**src/rtl/alu_exec_unit.sv**
```systemverilog
// ============================================================================
// Module      : alu_exec_unit
// Description : Execution-stage ALU with valid/ready handshakes. Single-cycle
//               arithmetic/logic/compare, iterative one-bit-per-cycle shifts.
// Revision    : 1.0 - initial release
// ============================================================================
`default_nettype none

module alu_exec_unit #(
  parameter int WIDTH   = 32,
  parameter int SHAMT_W = 5
) (
  input  logic             clk,
  input  logic             rst,
  input  logic             in_valid,
  output logic             in_ready,
  input  logic [3:0]       alu_cnt,
  input  logic             arith,
  input  logic             unsigned_cmp,
  input  logic [WIDTH-1:0] op_a,
  input  logic [WIDTH-1:0] op_b,
  output logic             out_valid,
  input  logic             out_ready,
  output logic [WIDTH-1:0] result,
  output logic             zero,
  output logic             illegal
);

  localparam logic [1:0] c_ST_IDLE  = 2'd0;
  localparam logic [1:0] c_ST_SHIFT = 2'd1;
  localparam logic [1:0] c_ST_DONE  = 2'd2;

  localparam logic [2:0] c_OP_ADD = 3'b000;
  localparam logic [2:0] c_OP_SUB = 3'b001;
  localparam logic [2:0] c_OP_XOR = 3'b010;
  localparam logic [2:0] c_OP_OR  = 3'b011;
  localparam logic [2:0] c_OP_AND = 3'b100;
  localparam logic [2:0] c_OP_SLL = 3'b101;
  localparam logic [2:0] c_OP_SRX = 3'b110;
  localparam logic [2:0] c_OP_SLT = 3'b111;

  localparam logic [SHAMT_W-1:0] c_CNT_ONE = {{(SHAMT_W-1){1'b0}}, 1'b1};

  logic [1:0]         state_q,   state_d;
  logic [WIDTH-1:0]   result_q,  result_d;
  logic               zero_q,    zero_d;
  logic               illegal_q, illegal_d;
  logic [SHAMT_W-1:0] cnt_q,     cnt_d;
  logic               shl_q,     shl_d;
  logic               sra_q,     sra_d;

  logic               w_accept;
  logic               w_is_shift;
  logic [SHAMT_W-1:0] w_shamt;
  logic               w_lt;
  logic [WIDTH-1:0]   w_alu_res;
  logic [WIDTH-1:0]   w_shifted;

  assign w_accept   = (state_q == c_ST_IDLE) && in_valid;
  assign w_is_shift = ~alu_cnt[3] &&
                      ((alu_cnt[2:0] == c_OP_SLL) || (alu_cnt[2:0] == c_OP_SRX));
  assign w_shamt    = op_b[SHAMT_W-1:0];
  assign w_lt       = unsigned_cmp ? (op_a < op_b) : ($signed(op_a) < $signed(op_b));

  // Single-cycle result; illegal codes force zero so the zero flag reads 1.
  always_comb begin
    w_alu_res = '0;
    if (!alu_cnt[3]) begin
      case (alu_cnt[2:0])
        c_OP_ADD: w_alu_res = op_a + op_b;
        c_OP_SUB: w_alu_res = op_a - op_b;
        c_OP_XOR: w_alu_res = op_a ^ op_b;
        c_OP_OR:  w_alu_res = op_a | op_b;
        c_OP_AND: w_alu_res = op_a & op_b;
        c_OP_SLT: w_alu_res = {{(WIDTH-1){1'b0}}, w_lt};
        default:  w_alu_res = '0;
      endcase
    end
  end

  // The working register keeps its MSB on sra, so replicating it fills with the latched sign.
  assign w_shifted = shl_q ? {result_q[WIDTH-2:0], 1'b0}
                           : {sra_q & result_q[WIDTH-1], result_q[WIDTH-1:1]};

  // FSM: state register
  always_ff @(posedge clk or posedge rst) begin
    if (rst) begin
      state_q <= c_ST_IDLE;
    end else begin
      state_q <= state_d;
    end
  end

  // FSM: next state
  always_comb begin
    state_d = state_q;
    case (state_q)
      c_ST_IDLE: begin
        if (in_valid) begin
          if (w_is_shift && (w_shamt != '0)) begin
            state_d = c_ST_SHIFT;
          end else begin
            state_d = c_ST_DONE;
          end
        end
      end
      c_ST_SHIFT: begin
        if (cnt_q == c_CNT_ONE) begin
          state_d = c_ST_DONE;
        end
      end
      c_ST_DONE: begin
        if (out_ready) begin
          state_d = c_ST_IDLE;
        end
      end
      default: state_d = c_ST_IDLE;
    endcase
  end

  // FSM: outputs
  always_comb begin
    in_ready  = (state_q == c_ST_IDLE) && !rst;
    out_valid = (state_q == c_ST_DONE);
  end

  // Datapath next-state
  always_comb begin
    result_d  = result_q;
    zero_d    = zero_q;
    illegal_d = illegal_q;
    cnt_d     = cnt_q;
    shl_d     = shl_q;
    sra_d     = sra_q;
    if (w_accept) begin
      illegal_d = alu_cnt[3];
      if (w_is_shift) begin
        result_d = op_a;
        zero_d   = (op_a == '0);
        cnt_d    = w_shamt;
        shl_d    = (alu_cnt[2:0] == c_OP_SLL);
        sra_d    = arith;
      end else begin
        result_d = w_alu_res;
        zero_d   = (w_alu_res == '0);
      end
    end else if (state_q == c_ST_SHIFT) begin
      result_d = w_shifted;
      zero_d   = (w_shifted == '0);
      cnt_d    = cnt_q - c_CNT_ONE;
    end
  end

  always_ff @(posedge clk or posedge rst) begin
    if (rst) begin
      result_q  <= '0;
      zero_q    <= 1'b0;
      illegal_q <= 1'b0;
      cnt_q     <= '0;
      shl_q     <= 1'b0;
      sra_q     <= 1'b0;
    end else begin
      result_q  <= result_d;
      zero_q    <= zero_d;
      illegal_q <= illegal_d;
      cnt_q     <= cnt_d;
      shl_q     <= shl_d;
      sra_q     <= sra_d;
    end
  end

  assign result  = result_q;
  assign zero    = zero_q;
  assign illegal = illegal_q;

endmodule

`default_nettype wire

```
**config.mk**
```make
export PLATFORM = sky130hd
export DESIGN_NAME = alu_exec_unit
export DESIGN_NICKNAME = d
export VERILOG_FILES = /design/src/rtl/alu_exec_unit.sv
export SDC_FILE = /design/constraint.sdc
export NUM_CORES = 1
export LEC_CHECK = 0
export ABC_AREA = 1
export ABC_CLOCK_PERIOD_IN_PS = 2000
export BUFFER_PORTS_ARGS = -buffer_cell sky130_fd_sc_hd__buf_4
export CAP_MARGIN = 20
export CORE_MARGIN = 10
export CORE_UTILIZATION = 61
export DETAILED_ROUTE_END_ITERATION = 12
export PLACE_DENSITY = 0.89
export SYNTH_ARGS = -nofsm -noshare
export SYNTH_HDL_FRONTEND = slang
export SYNTH_SLANG_ARGS = --single-unit
```
**constraint.sdc**
```tcl
create_clock -name clk -period 2 [get_ports clk]
set_input_delay 0.1 -clock clk [delete_from_list [all_inputs] [get_ports clk]]
set_output_delay 0.1 -clock clk [all_outputs]
set_load 0.05 [all_outputs]
```
==> run metrics, run 1 <==
H-tree lvl count=2; row cnt=44; Post-synth ARST share=1.00; post-synthesis sequential area ratio=0.117; clock root buffer=clkbuf_16; Placed Cells=2145; total global-route track usage=0.703; main flop type after synthesis=dfrtp_1; Die Wd=143 um; CTS buffer count=5; Port Buffers=109; outcome=stopped before the end; grt ovf=1; global-route wire length before repair=109000 um; Synth Area in Compound Gates=0.168; simple-gate share of the synthesized area=0.423; clock buffer depth=2; post-synth cell types=50; die height=143 um; IO Pins=110; syn_nets=1804; main combinational cell family by area after synthesis=simple AND/OR/NAND/NOR gates; Post-synth EDFFs=0; Initial Utilization=0.628; Run Error=[ERROR GRT-0116] Global routing finished with congestion. Check the congestion regions in the DRC Viewer.; Mapped Cells=1627; Last stage=global routing; post-synthesis xor/xnor area fraction=0.00190; largest net degree at the start of global routing=28; vias in the first global route=17.8k; DP Worst Slack=-603 ps; Post-Syn Area=9200 um^2; Post-Syn Area per Cell=about 5.7 um^2; GPL Wtd Cong=1.20; Synth Warn #=0; DP HPWL=34900 um; Yosys reg bits=43; mux cell area share after synthesis=0.00109; largest cells by area after synthesis=nand2_1 (20%), ha_1 (14%), dfrtp_1 (12%); Clock Sinks=43; cell taking the most area after synthesis=nand2_1; Post-Synth Adder-Cell Area=0.142; share of the synthesized area in the top cell type=0.204
cell families after synthesis:
family	count (synthesis)
mux	1
buf+inv	323
xor+xnor	2
compound gates	258
flops	43
fa+ha+maj	103
simple gates	897
per-stage QoR:
stage	area (um^2)	setup TNS, ps	hold WS, ps
floorplan	9200	0	221
global placement	12000	-6710	231
detailed placement	12000	-9130	243
CTS	12900	-158	68.3
metal layers:
layer	track usage	overflow
met5	0.420	0
met4	0.667	1
met3	0.681	0
met2	0.819	0
met1	0.658	0
Yosys cell counts, types with 2 or more instances:
library cell	number
o21bai_1	11
a21oi_1	87
nand4_1	21
o22ai_1	33
and2_1	2
nand3_1	172
nand2_2	16
nand3b_1	6
o21ai_1	11
o21ai_0	62
nor2_2	22
buf_1	2
o221ai_1	5
nand3_2	3
buf_2	12
xor2_1	2
buf_4	15
a21o_1	4
a21oi_2	6
nor3_1	20
o211ai_1	8
buf_6	7
clkbuf_1	19
inv_1	244
fa_1	2
ha_1	101
nor2_1	115
o2111ai_1	21
nor2_4	3
a22oi_1	2
nor4_1	13
a21boi_0	2
dfrtp_1	43
nand2_1	500
inv_2	20
repair_timing:
item,4_1_cts
endpoints found under the hold margin,24
hold buffers,1
pin swaps,37
endpoints found under the setup margin,27
buffers inserted,11
resized for setup,132
==> inputs of run 2 (changes only) <==
--- a/config.mk
+++ b/config.mk
@@ -10,9 +10,9 @@
 export BUFFER_PORTS_ARGS = -buffer_cell sky130_fd_sc_hd__buf_4
 export CAP_MARGIN = 20
 export CORE_MARGIN = 10
-export CORE_UTILIZATION = 61
+export CORE_UTILIZATION = 40
 export DETAILED_ROUTE_END_ITERATION = 12
-export PLACE_DENSITY = 0.89
+export PLACE_DENSITY_LB_ADDON = 0.15
 export SYNTH_ARGS = -nofsm -noshare
 export SYNTH_HDL_FRONTEND = slang
 export SYNTH_SLANG_ARGS = --single-unit
==> run 2 against run 1 <==
Against the previous run:
- the flow now finishes, with violations (setup timing)
- synthesized cell count did not move
- area after synthesis is the same
==> run metrics, run 2 <==
outcome=finished with violations (was stopped before the end); failing checks=setup timing; crit path to=zero$_DFFE_PP0P_; Layout Area Growth over Synthesis=61.7%; fraction of layout cells with a size suffix above 1=0.438; share of the synthesized area in the top cell type=0.204 (unchanged); Worst EP required=approximately 2200 ps; Post-synth ARST share=1.00 (unchanged); Slew headroom=0.561; Initial Utilization=0.406 (was 0.628); initial antenna violation count=0; WS Path Type=in -> reg; Setup crit end kind=flip-flop; H-tree lvl count=2 (unchanged); core area=22600 um^2; Die ar.=29500 um^2; max-slew violations=0; most instantiated cells after synthesis=nand2_1 (500), inv_1 (244), nand3_1 (172) (unchanged); clock root buffer=clkbuf_16 (unchanged); Synth Warn #=0 (unchanged); Clock Sinks=43 (unchanged); RSZ-0062 raised after global routing=yes; Leakage=approximately 7.7 nW; setup ws final=-67.7 ps; IO Pins=110 (unchanged); top-count cell post-synth=nand2_1 (unchanged); Yosys reg bits=43 (unchanged); post-synthesis sequential area ratio=0.117 (unchanged); GPL Wtd Cong=1.04 (was 1.20); Finish-stage setup viols=3; endpoints failing hold=0; Worst Hold Class=in -> reg; r2r setup slk=20 ps; Worst-Skew Late Latency=300 ps; Post-Synth Adder-Cell Area=0.142 (unchanged); Post-Syn Area per Cell=5.65 um^2 (unchanged); syn_nets=1804 (unchanged); final non-filler cell total=2370; vias in the first global route=12.5k; NumNets Final=2261; Max Cap Viol=0; Post-synth EDFFs=0 (unchanged); total global-route track usage=0.308; CTS buffer count=5 (unchanged); clock buffer depth=2 (unchanged); global-route wire length before repair=70300 um; post-synthesis xor/xnor area fraction=0.00190 (unchanged); post-synth cell types=50 (unchanged); vias per cell=roughly 5.5; crit start category=input port; largest net degree at the start of global routing=44; CTS tree=yes; DP HPWL=38500 um (was 34900 um); Clock Skew=9.02 ps; TritonRoute pass-1 iters=6; Data arrival, critical path=about 2300 ps; post-route ant nets=0; Synth Area in Compound Gates=0.168 (unchanged); Worst R2R Path Depth=8; # diodes=0; grt ovf=0; simple-gate share of the synthesized area=0.423 (unchanged); main combinational cell family by area after synthesis=simple AND/OR/NAND/NOR gates (unchanged); Max Fclk=0.484 GHz; drt first-iter violations=~1.4k; Mapped Cells=1627 (unchanged); main flop type after synthesis=dfrtp_1 (unchanged); worst r2r src=shl_q$_DFFE_PP0P_; fin crit period=2070 ps; part of the cycle the worst path needs=1.03; DR vias=about 13k; Port Buffers=109 (unchanged); Core Util, Final=0.657; reg-to-reg endpoint=zero$_DFFE_PP0P_; die height=172 um (was 143 um); Placed Cells=2328 (was 2145); Die Wd=172 um (was 143 um); Max IR drop VDD=approximately 1.4 mV; crit path from=op_a[0]; Post-Syn Area=9200 um^2 (unchanged); pwr dens=648 nW/um^2; Residual DRC=0; max reg flops=32; Multi-input gate area=8280 um^2; worst slew pin tran=651 ps; largest cells by area after synthesis=nand2_1 (20%), ha_1 (14%), dfrtp_1 (12%) (unchanged); row cnt=55 (was 44); mux cell area share after synthesis=0.00109 (unchanged); Routed WL=46900 um; commonest cells after routing, fill and taps aside=buf_4 (481), nand2_1 (410), inv_1 (199); worst-path fanout max=4; cell taking the most area after synthesis=nand2_1 (unchanged); Clock transition at path regs=70 ps; most common cell after layout, fill and taps aside=buf_4; filler cell count=2179; Reg area=~1100 um^2; post-DR wirelength/cell=19.8 um
-- run 2: worst min path at each step --
stage          startpoint              endpoint  cells after the start  slack [ps]
2_1_floorplan       arith     sra_q$_DFFE_PP0P_                      2         220
3_3_place_gp          rst  cnt_q[2]$_DFFE_PP0P_                      3         280
5_1_grt             arith     sra_q$_DFFE_PP0P_                      3          50
3_5_place_dp          rst  cnt_q[2]$_DFFE_PP0P_                      3         290
4_1_cts             arith     sra_q$_DFFE_PP0P_                      3          40
6_report            arith     sra_q$_DFFE_PP0P_                      3          40
-- run 2: kinds of logic after synthesis --
kind of cell | count (synthesis)
xor+xnor | 2
compound gates | 258
simple gates | 897
mux | 1
buf+inv | 323
fa+ha+maj | 103
flops | 43
-- run 2: worst max-delay path: stages --
cell      delay (ps)
buf_12           110
inv_6             50
ha_4             130
inv_4             40
fa_2             350
inv_2            100
o21ai_4           90
buf_6            140
nand3b_4          80
nand2_4           70
nand2_2           80
nand3_1          110
nand3_2          100
nand3_2          100
nand2_2          100
nand3_2          100
nor2_2           120
nand3_1           90
nor2_1            90
nand3_1           80
nand2_1           70
-- run 2: report_power, final --
| group | internal (mW) | leakage [nW] | switching (mW) | total (mW) |
|---|---|---|---|---|
| registers | 1.21 | 0.556 | 0.298 | 1.51 |
| clock network | 0.500 | 0.0731 | 0.381 | 0.881 |
| logic | 2.74 | 7.06 | 4.50 | 7.25 |
| total | 4.46 | 7.68 | 5.18 | 9.64 |
-- run 2: layer usage --
| metal | vias up | wire [um] | track usage | share of wire |
|---|---|---|---|---|
| li1 | 6189 | - | - | - |
| met1 | 6040 | 21200 | 0.443 | 0.45 |
| met2 | 633 | 20100 | 0.467 | 0.43 |
| met3 | 57 | 4640 | 0.0509 | 0.099 |
| met4 | 0 | 936 | 0.0715 | 0.020 |
| met5 | - | 0 | 0 | 0 |
-- run 2: repair_timing --
item | 4_1_cts | 5_1_grt
hold buffers | 1 | 0
gates resized for setup | 192 | 239
pin swaps | 63 | 70
setup endpoints to repair | 23 | 23
endpoints found under the hold margin | 43 | 0
setup buffers | 24 | 9
-- run 2: cell type report --
class	count	area share
clock buffers	6	0.00934
clock inverters	2	0.00109
well taps	285	0.0240
multi-input cells	1261	0.557
flip-flops and latches	43	0.0723
repair buffers	507	0.268
inverters	266	0.0685
-- run 2: metrics by stage --
step	TNS (ps)	hold WS [ps]	power, mW	setup slack (ps)	instance area (um^2)
detailed placement	-11230	292	7.89	-673	12900
global placement	-11320	284	7.86	-661	12900
floorplan	0	221	5.22	17.9	9200
global route	-1170	52.8	10.2	-206	14900
CTS	-49.4	36.1	9.14	-37.2	14000
finish	-104	36.3	9.64	-67.7	14900
Power figures use the tool's default switching activity.
